**src/rtl/objects_mux_collision.sv**
```systemverilog
// Layer-priority pixel mux for bullet/tank/brick/background, plus per-frame
// overlap detection that reports the first bullet-brick hit to the controller.
module objects_mux_collision #(
    parameter int COORD_W   = 11,
    parameter int PIX_DELAY = 1
) (
    input  logic               clk,
    input  logic               resetN,
    input  logic [COORD_W-1:0] pixelX,
    input  logic [COORD_W-1:0] pixelY,
    input  logic               startOfFrame,
    input  logic               bulletDrawingRequest,
    input  logic [7:0]         bulletRGB,
    input  logic               tankDrawingRequest,
    input  logic [7:0]         tankRGB,
    input  logic               brickDrawingRequest,
    input  logic [7:0]         brickRGB,
    input  logic [7:0]         backGroundRGB,
    input  logic               hitAck,
    output logic [7:0]         RGBOut,
    output logic               bulletBrickCollision,
    output logic               tankBrickCollision,
    output logic               hitValid,
    output logic [COORD_W-1:0] hitX,
    output logic [COORD_W-1:0] hitY
);

    typedef enum logic {IDLE = 1'b0, PENDING = 1'b1} hs_state_e;

    logic [PIX_DELAY-1:0][COORD_W-1:0] dX_q, dY_q;
    logic [COORD_W-1:0] dX, dY;
    logic [7:0]         rgb_q, rgb_d;
    logic               bbPulse_q, tbPulse_q;
    logic               bbSeen_q, tbSeen_q;
    logic [COORD_W-1:0] cX_q, cY_q;
    logic [COORD_W-1:0] hitX_q, hitY_q;
    hs_state_e          state_q;
    logic               bb, tb, report;

    assign dX     = dX_q[PIX_DELAY-1];
    assign dY     = dY_q[PIX_DELAY-1];
    assign bb     = bulletDrawingRequest & brickDrawingRequest;
    assign tb     = tankDrawingRequest & brickDrawingRequest;
    assign report = startOfFrame & bbSeen_q;

    // Coordinate delay line so dX/dY line up with the registered bitmap requests.
    always_ff @(posedge clk or negedge resetN) begin
        if (!resetN) begin
            dX_q <= '0;
            dY_q <= '0;
        end else begin
            dX_q[0] <= pixelX;
            dY_q[0] <= pixelY;
            for (int i = 1; i < PIX_DELAY; i++) begin
                dX_q[i] <= dX_q[i-1];
                dY_q[i] <= dY_q[i-1];
            end
        end
    end

    always_comb begin
        rgb_d = backGroundRGB;
        if (bulletDrawingRequest)     rgb_d = bulletRGB;
        else if (tankDrawingRequest)  rgb_d = tankRGB;
        else if (brickDrawingRequest) rgb_d = brickRGB;
    end

    // A pixel coinciding with startOfFrame belongs to the new frame: the report
    // uses the pre-edge flags and the new flags are seeded from this pixel.
    always_ff @(posedge clk or negedge resetN) begin
        if (!resetN) begin
            rgb_q     <= 8'h00;
            bbPulse_q <= 1'b0;
            tbPulse_q <= 1'b0;
            bbSeen_q  <= 1'b0;
            tbSeen_q  <= 1'b0;
            cX_q      <= '0;
            cY_q      <= '0;
        end else begin
            rgb_q <= rgb_d;
            if (startOfFrame) begin
                bbPulse_q <= bbSeen_q;
                tbPulse_q <= tbSeen_q;
                bbSeen_q  <= bb;
                tbSeen_q  <= tb;
                if (bb) begin
                    cX_q <= dX;
                    cY_q <= dY;
                end
            end else begin
                bbPulse_q <= 1'b0;
                tbPulse_q <= 1'b0;
                bbSeen_q  <= bbSeen_q | bb;
                tbSeen_q  <= tbSeen_q | tb;
                if (bb && !bbSeen_q) begin
                    cX_q <= dX;
                    cY_q <= dY;
                end
            end
        end
    end

    // Hit-report handshake; a new report overrides an unacknowledged one.
    always_ff @(posedge clk or negedge resetN) begin
        if (!resetN) begin
            state_q <= IDLE;
            hitX_q  <= '0;
            hitY_q  <= '0;
        end else begin
            case (state_q)
                IDLE: begin
                    if (report) begin
                        state_q <= PENDING;
                        hitX_q  <= cX_q;
                        hitY_q  <= cY_q;
                    end
                end
                PENDING: begin
                    if (report) begin
                        hitX_q <= cX_q;
                        hitY_q <= cY_q;
                    end else if (hitAck) begin
                        state_q <= IDLE;
                    end
                end
                default: state_q <= IDLE;
            endcase
        end
    end

    assign RGBOut               = rgb_q;
    assign bulletBrickCollision = bbPulse_q;
    assign tankBrickCollision   = tbPulse_q;
    assign hitValid             = (state_q == PENDING);
    assign hitX                 = hitX_q;
    assign hitY                 = hitY_q;

endmodule

```
**config.mk**
```make
export PLATFORM = sky130hd
export DESIGN_NAME = objects_mux_collision
export DESIGN_NICKNAME = d
export VERILOG_FILES = /design/src/rtl/objects_mux_collision.sv
export SDC_FILE = /design/constraint.sdc
export NUM_CORES = 1
export LEC_CHECK = 0
export CORE_MARGIN = 2
export CORE_UTILIZATION = 45
export CTS_CLUSTER_DIAMETER = 50
export CTS_CLUSTER_SIZE = 12
export DETAILED_ROUTE_END_ITERATION = 7
export PLACE_DENSITY = 0.79
export REMOVE_ABC_BUFFERS = 1
export SKIP_CTS_REPAIR_TIMING = 1
export SLEW_MARGIN = 20
export SYNTH_ARGS = -nofsm -noshare
export SYNTH_HDL_FRONTEND = slang
export SYNTH_SLANG_ARGS = --single-unit
```
**constraint.sdc**
```tcl
create_clock -name clk -period 2.9 [get_ports clk]
set_clock_uncertainty 0.05 [all_clocks]
set_input_delay 0.29 -clock clk [delete_from_list [all_inputs] [get_ports clk]]
set_output_delay 0.29 -clock clk [all_outputs]
set_load 0.03 [all_outputs]
```
## Word-level counts from Yosys, hierarchy flattened

Cells that the tools add are included.

- Flip-flop bits (word level): 79
- Logic and storage cells: 42
- Output and inout bits: 33
- Input port bits: 61

- Equal/unequal tests: 1
- Reduce and logical (&&, ||, !) cells: 4
- Multiplexer cells: 19
- Bitwise gates (word level): 6

Operators by type and width:

| kind | count |
|---|---|
| 11-bit two-way mux | 8 |
| 8-bit two-way mux | 3 |
| 1-bit two-way mux | 7 |
| 1-bit bitwise AND | 3 |
| 2-bit by 1-bit != test with 1-bit output, second input constant | 1 |
| 1-bit bitwise OR | 2 |
| 1-bit case mux with 2 select lines | 1 |
| 2-bit AND reduction | 1 |
| 2-bit nonzero test | 1 |
| 1-bit logical AND | 1 |
| 1-bit logical NOT | 1 |
| 1-bit NOT | 1 |

## Depth between registers and ports, before layout

Gate-level depths: netlist of run 1.

- Depth in word-level cells: 4
- Mapped depth: 5
- Depth with buffers taken out: 3

## Worst setup path after synthesis of run 1

No wires, ideal clock.

- Kind: input -> register
- Start: input port brickDrawingRequest
- End: register cX_q[0]
- Stages: 5
- Setup slack: 1573 ps
- Arrival: 1152 ps
- Setup time: 125 ps
- Buffers on the path: 2
- Data required time: 2725 ps
- Path through: buf_4 nand2_2 a21oi_4 buf_6 mux2_2

- Word-level cells in the longest chain between the ends: 4
- Elaborated cells between the ends (all ways): 5
- Those cells by class: 1 x eq/ne; 1 x bitwise; 3 x reduce/logical

Ends and longest elaborated chain:

| item | line | text |
|---|---|---|
| start: declaration | 16 | `input logic brickDrawingRequest,` |
| 1-bit bitwise AND * | 42 | `assign bb = bulletDrawingRequest & brickDrawingRequest;` |
| 1-bit logical AND | 95 | `if (bb && !bbSeen_q) begin` |
| 2-bit nonzero test (no source line) | -- |  |
| 2-bit AND reduction (no source line) * | -- |  |
| end signal: assignment | 77 | `cX_q <= '0;` |
| end signal: assignment | 87 | `cX_q <= dX;` |
| end signal: assignment | 96 | `cX_q <= dX;` |
| end: declaration | 35 | `logic [COORD_W-1:0] cX_q, cY_q;` |

Mark *: on every way between the ends. The rest lies on a longest branch, timed or not.
A chain may end at the register's enable or synchronous reset.

## Final worst setup path of run 1

- Start: input port bulletDrawingRequest
- End: register cX_q[2]

- Word-level cells in the longest chain between the ends: 4
- Elaborated cells between the ends (all ways): 5
- Those cells by class: 1 x eq/ne; 1 x bitwise; 3 x reduce/logical

Ends and longest elaborated chain:

| item | line | text |
|---|---|---|
| start: declaration | 12 | `input logic bulletDrawingRequest,` |
| 1-bit bitwise AND * | 42 |  |
| 1-bit logical AND | 95 |  |
| 2-bit nonzero test (no source line) | -- |  |
| 2-bit AND reduction (no source line) * | -- |  |

Marks and branches as above.

==> flow_metrics.tcl, run 1 <==
set metrics [dict create \
    clock_sinks 79 \
    avgViaCountPerCell 4.82 \
    drtIter0Drc 73 \
    worstHoldPathType "in -> async" \
    fin_util_pct 67.5 \
    die-width_um 83.3 \
    worstMarginPinSlew_ns 0.944 \
    ys_seq_area_share_pct 69.9 \
    core-area_mm2 0.00599 \
    cts_tree "built" \
    die_h_um 83.3 \
    rrSetupSlack_ns 1.50 \
    min_period_ns 1.82 \
    start_kind "primary input" \
    htreeDepth 3 \
    placed_cell_area_mm2 0.00382 \
    critPathKind "in -> reg" \
    ctsRootBufferMaster "clkbuf_8" \
    grt_overflow 0 \
    hold_viol 0 \
    start_util_pct 47.2 \
    ir_drop_v 0.000561 \
    track_usage_pct 15.6 \
    clock_latency_ns 0.34 \
    fin_cells 354 \
    dp_hpwl_um 3410 \
    crit_chain "clkdlybuf4s50_1 > nand2_2 > a21oi_4 > buf_4 > mux2_2" \
    finalNetCount 335 \
    drtAntennaViolNets 0 \
    period_share_pct 62.7 \
    crit_path_top_delay_cell "clkdlybuf4s50_1" \
    num_antenna_cells 0 \
    num_io_pins 94 \
    grt_max_degree 80 \
    vias 1708 \
    antenna_found_initial 0 \
    drc_errors 0 \
    final_area_mm2 0.00404 \
    critPathMaxStageDelay_ns 0.75 \
    yosysUniqueCellTypes 13 \
    gpl.final_weighted_congestion 0.720 \
    setup_viol_count_final 0 \
    grt_pass1_wl_um 8220 \
    status "completed" \
    path_buf_inv 2 \
    final.fill_count 449 \
    power_density_mw_per_mm2 756 \
    yosys_warnings 0 \
    cts_buffers 9 \
    slew_headroom_pct 37.1 \
    dp.cells 338 \
    slew_violations 0 \
    grt_setup_unrepaired "no" \
    place.port_buffers 93 \
    worstPathArrival_ns 1.99 \
    max_cap_viol_count 0 \
    first_global_vias 1728 \
    p_leak_uw 0.00175 \
    cp_max_fo 22 \
    syn_area_mm2 0.00283 \
    dr.pass1.iters 3 \
    total_power_uw 3050 \
    drive_above_1_share_pct 25.4 \
    routed_wl_um 4900 \
    path_delay_family "buffers and inverters" \
    crit_required_ns 3.07 \
    ys_ff_latch 79 \
    cts.path.max_buffers 2 \
    wl_per_cell_um 13.8 \
    max_freq_ghz 0.550 \
    avgSynthCellArea_um2 16.2 \
    die_area_mm2 0.00694 \
    area_growth_pct 42.9 \
    fp-row-count 28 \
    syn_inst 175 \
    clkTransAtPathRegs_ns 0.07 \
    end_kind "flop" \
    tns_ns 0 \
]
logic make-up after synthesis:
logic type | after synthesis | synth area share [%]
flops | 79 | 69.9
buf+inv | 12 | 2.39
compound gates | 12 | 2.52
simple gates | 12 | 1.68
mux | 60 | 23.5
per-layer routing:
metal | global-route usage (%) | up-vias | share of wire (%)
met3 | 10.0 | 5 | 11
met1 | 17.4 | 824 | 41
met5 | 0 | - | 0
met2 | 24.4 | 86 | 47
li1 | - | 793 | -
met4 | 4.92 | 0 | 1.2
final timing paths:
check | endpoint | startpoint | cells past startpoint
max reg2reg | cX_q[2] | bbSeen_q | 3
min | hitY[8] | resetN | 1
max in group asynchronous | hitX[7] | resetN | 1
min in group clk | dX[10] | pixelX[10] | 1
min reg2reg | cY_q[3] | dY[3] | 1
max | cX_q[2] | bulletDrawingRequest | 5
flip-flops by register name, indices dropped and copies added (netlist names):
register / flops
bbSeen_q: 1
RGBOut: 8
tbSeen_q: 1
cY_q: 11
tankBrickCollision: 1
hitX: 11
cX_q: 11
dY: 11
bulletBrickCollision: 1
dX: 11
hitY: 11
hitValid: 1
cell usage after synthesis:
cell type | number | area [um^2]
a21oi_4 | 1 | 16.3
buf_2 | 3 | 15.0
buf_4 | 1 | 7.51
buf_6 | 2 | 22.5
clkbuf_1 | 1 | 3.75
dfrtp_1 | 79 | 1980
inv_1 | 5 | 18.8
mux2_2 | 52 | 586
mux2i_1 | 8 | 80.1
nand2_1 | 10 | 37.5
nand2_2 | 1 | 6.26
nor2_1 | 1 | 3.75
o21ai_0 | 11 | 55.1
power breakdown:
group	internal, uW	switching, uW
registers	1290	85.6
logic	405	386
clock network	531	355
total	2230	826
layout make-up:
class	count	area, um^2	share of cell area (%)
sequential	79	1980	48.9
timing repair buffer	95	943	23.3
multi-input combinational	84	785	19.4
clock buffer	13	159	3.93
tap	75	93.8	2.32
clock inverter	3	65.1	1.61
inverter	5	18.8	0.464
through the flow:
stage,hold slack [ns],setup slack (ns)
global route,0.111,0.979
finish,0.0331,1.08
global placement,0.406,0.755
floorplan,-0.0556,1.40
CTS,0.0747,1.08
detailed placement,0.412,0.695
layout by cell type, fill, tap and decap left out:
master	instances
clkbuf_8	11
dfrtp_1	79
clkdlybuf4s50_1	92
clkbuf_1	2
nor2_1	1
mux2i_1	8
inv_1	5
nand2_2	1
bufinv_16	2
buf_4	3
clkinv_2	1
a21oi_4	1
o21ai_0	11
mux2_2	52
nand2_1	10
(Power assumes the default switching activity.)
==> inputs of run 2 (changes only) <==
--- a/config.mk
+++ b/config.mk
@@ -6,11 +6,11 @@
 export NUM_CORES = 1
 export LEC_CHECK = 0
 export CORE_MARGIN = 2
-export CORE_UTILIZATION = 45
+export CORE_UTILIZATION = 41
 export CTS_CLUSTER_DIAMETER = 50
 export CTS_CLUSTER_SIZE = 12
 export DETAILED_ROUTE_END_ITERATION = 7
-export PLACE_DENSITY = 0.79
+export PLACE_DENSITY = 0.76
 export REMOVE_ABC_BUFFERS = 1
 export SKIP_CTS_REPAIR_TIMING = 1
 export SLEW_MARGIN = 20
==> constraint.sdc (replaced) <==
create_clock -name clk -period 1.6 [get_ports clk]
set_clock_uncertainty 0.05 [all_clocks]
set_input_delay 0.16 -clock clk [delete_from_list [all_inputs] [get_ports clk]]
set_output_delay 0.16 -clock clk [all_outputs]
set_load 0.03 [all_outputs]
==> flow_metrics.tcl, run 2 (same netlist as run 1, synthesis figures left out) <==
set metrics [dict create \
    seqPwrFrac_pct 45.6 \
    post-place-ws_ns -0.0398 \
    cts_buffers 9 \
    crit_required_ns 1.39 \
    drtAntennaViolNets 0 \
    antenna_found_initial 0 \
    cp_max_fo 1 \
    path_buf_inv 1 \
    num_io_pins 94 \
    critPathMaxStageDelay_ns 0.68 \
    top_usage_layer "met2" \
    gpl.final_weighted_congestion 0.676 \
    status "completed" \
    grt_overflow 0 \
    fp-row-count 30 \
    worstMarginPinSlew_ns 0.395 \
    power_density_mw_per_mm2 1300 \
    fin_util_pct 62.4 \
    end_kind "primary output" \
    use_met3_pct 7.77 \
    grt_pass1_wl_um 7910 \
    holdWs_ns 0.210 \
    ctsRootBufferMaster "clkbuf_8" \
    core-area_mm2 0.00672 \
    avgViaCountPerCell 4.67 \
    clock_latency_ns 0.33 \
    die_h_um 87.1 \
    clkTransAtPathRegs_ns 0.07 \
    min_period_ns 1.54 \
    power.switching_uw 1500 \
    crit_path_top_delay_cell "clkdlybuf4s50_1" \
    start_kind "flop" \
    htreeDepth 3 \
    grt_max_degree 80 \
    crit_chain "clkdlybuf4s50_1" \
    max_cap_viol_count 0 \
    fin_cells 365 \
    finalWorstSetupSlack_ns 0.0618 \
    die_area_mm2 0.00758 \
    drtIter0Drc 29 \
    met2_usage_pct 23.0 \
    ir_drop_v 0.000496 \
    start_util_pct 42.1 \
    cts.path.max_buffers 2 \
    num_antenna_cells 0 \
    power_frac_comb_pct 26.1 \
    clkPwrFrac_pct 28.3 \
    wl_per_cell_um 13.8 \
    worstPathArrival_ns 1.33 \
    slew_violations 0 \
    routed_wl_um 5050 \
    max_freq_ghz 0.650 \
    met1_usage_pct 15.9 \
    drive_above_1_share_pct 27.0 \
    period_share_pct 96.1 \
    final_common_cell "dfrtp_1" \
    die-width_um 87.1 \
    path_delay_family "buffers and inverters" \
    p_leak_uw 0.00206 \
    dp.cells 349 \
    dr.pass1.iters 3 \
    vias 1705 \
    finalNetCount 342 \
    area_growth_pct 48.3 \
    drc_errors 0 \
    place.port_buffers 93 \
    setup_viol_count_final 0 \
    final_cell_mix "79 x dfrtp_1, 65 x clkdlybuf4s50_1, 52 x mux2_2" \
    critPathKind "reg -> out" \
    swShare_pct 27.4 \
    worstHoldPathType "in -> reg" \
    slew_headroom_pct 73.7 \
    cts_tree "built" \
    intPower_uw 3970 \
    first_global_vias 1693 \
    clock_sinks 79 \
    hold_viol 0 \
    dp_hpwl_um 3480 \
    final.fill_count 524 \
    track_usage_pct 14.1 \
    grt_setup_unrepaired "no" \
]
## run 2: power groups by stage
stage / clock network, uW / registers, uW / logic [uW]
floorplan: 0 / 2930 / 338
global placement: 0 / 2530 / 1450
detailed placement: 0 / 2550 / 1470
CTS: 1620 / 2510 / 1480
global route: 1700 / 2540 / 1510
finish: 1550 / 2490 / 1430
## run 2: final cells by class
type / instances / area (um^2) / share of cell area [%]
clock inverters: 4 / 70.1 / 1.67
clock buffers: 11 / 141 / 3.37
repair buffers: 102 / 1100 / 26.3
well taps: 80 / 100 / 2.39
flip-flops and latches: 79 / 1980 / 47.1
multi-input cells: 84 / 785 / 18.7
inverters: 5 / 18.8 / 0.447
## run 2: layer usage
metal  share of wire, %  routed length, um
met1                 41               2060
met5                  0                  0
met4               0.51                 26
met2                 49               2490
met3                9.5                479
## run 2: worst paths after layout
check	from	endpoint	slack, ns	depth (start not counted)
setup / recovery	RGBOut[1]	RGBOut[1]	0.06	1
setup reg to reg	bbSeen_q	cY_q[3]	0.31	3
hold / removal	pixelY[8]	dY[8]	0.21	1
max in group asynchronous	resetN	dY[9]	0.86	3
hold reg to reg	dY[7]	cY_q[7]	0.42	1
min in group asynchronous	resetN	hitY[7]	0.34	3
## run 2: per-stage QoR
step / power [uW] / instance area, um^2 / TNS, ns
2_1_floorplan: 3270 / 2780 / 0
3_3_place_gp: 3980 / 3910 / -0.247
3_5_place_dp: 4020 / 3910 / -0.686
4_1_cts: 5600 / 4120 / -0.0962
5_1_grt: 5750 / 4200 / 0
6_report: 5470 / 4200 / 0
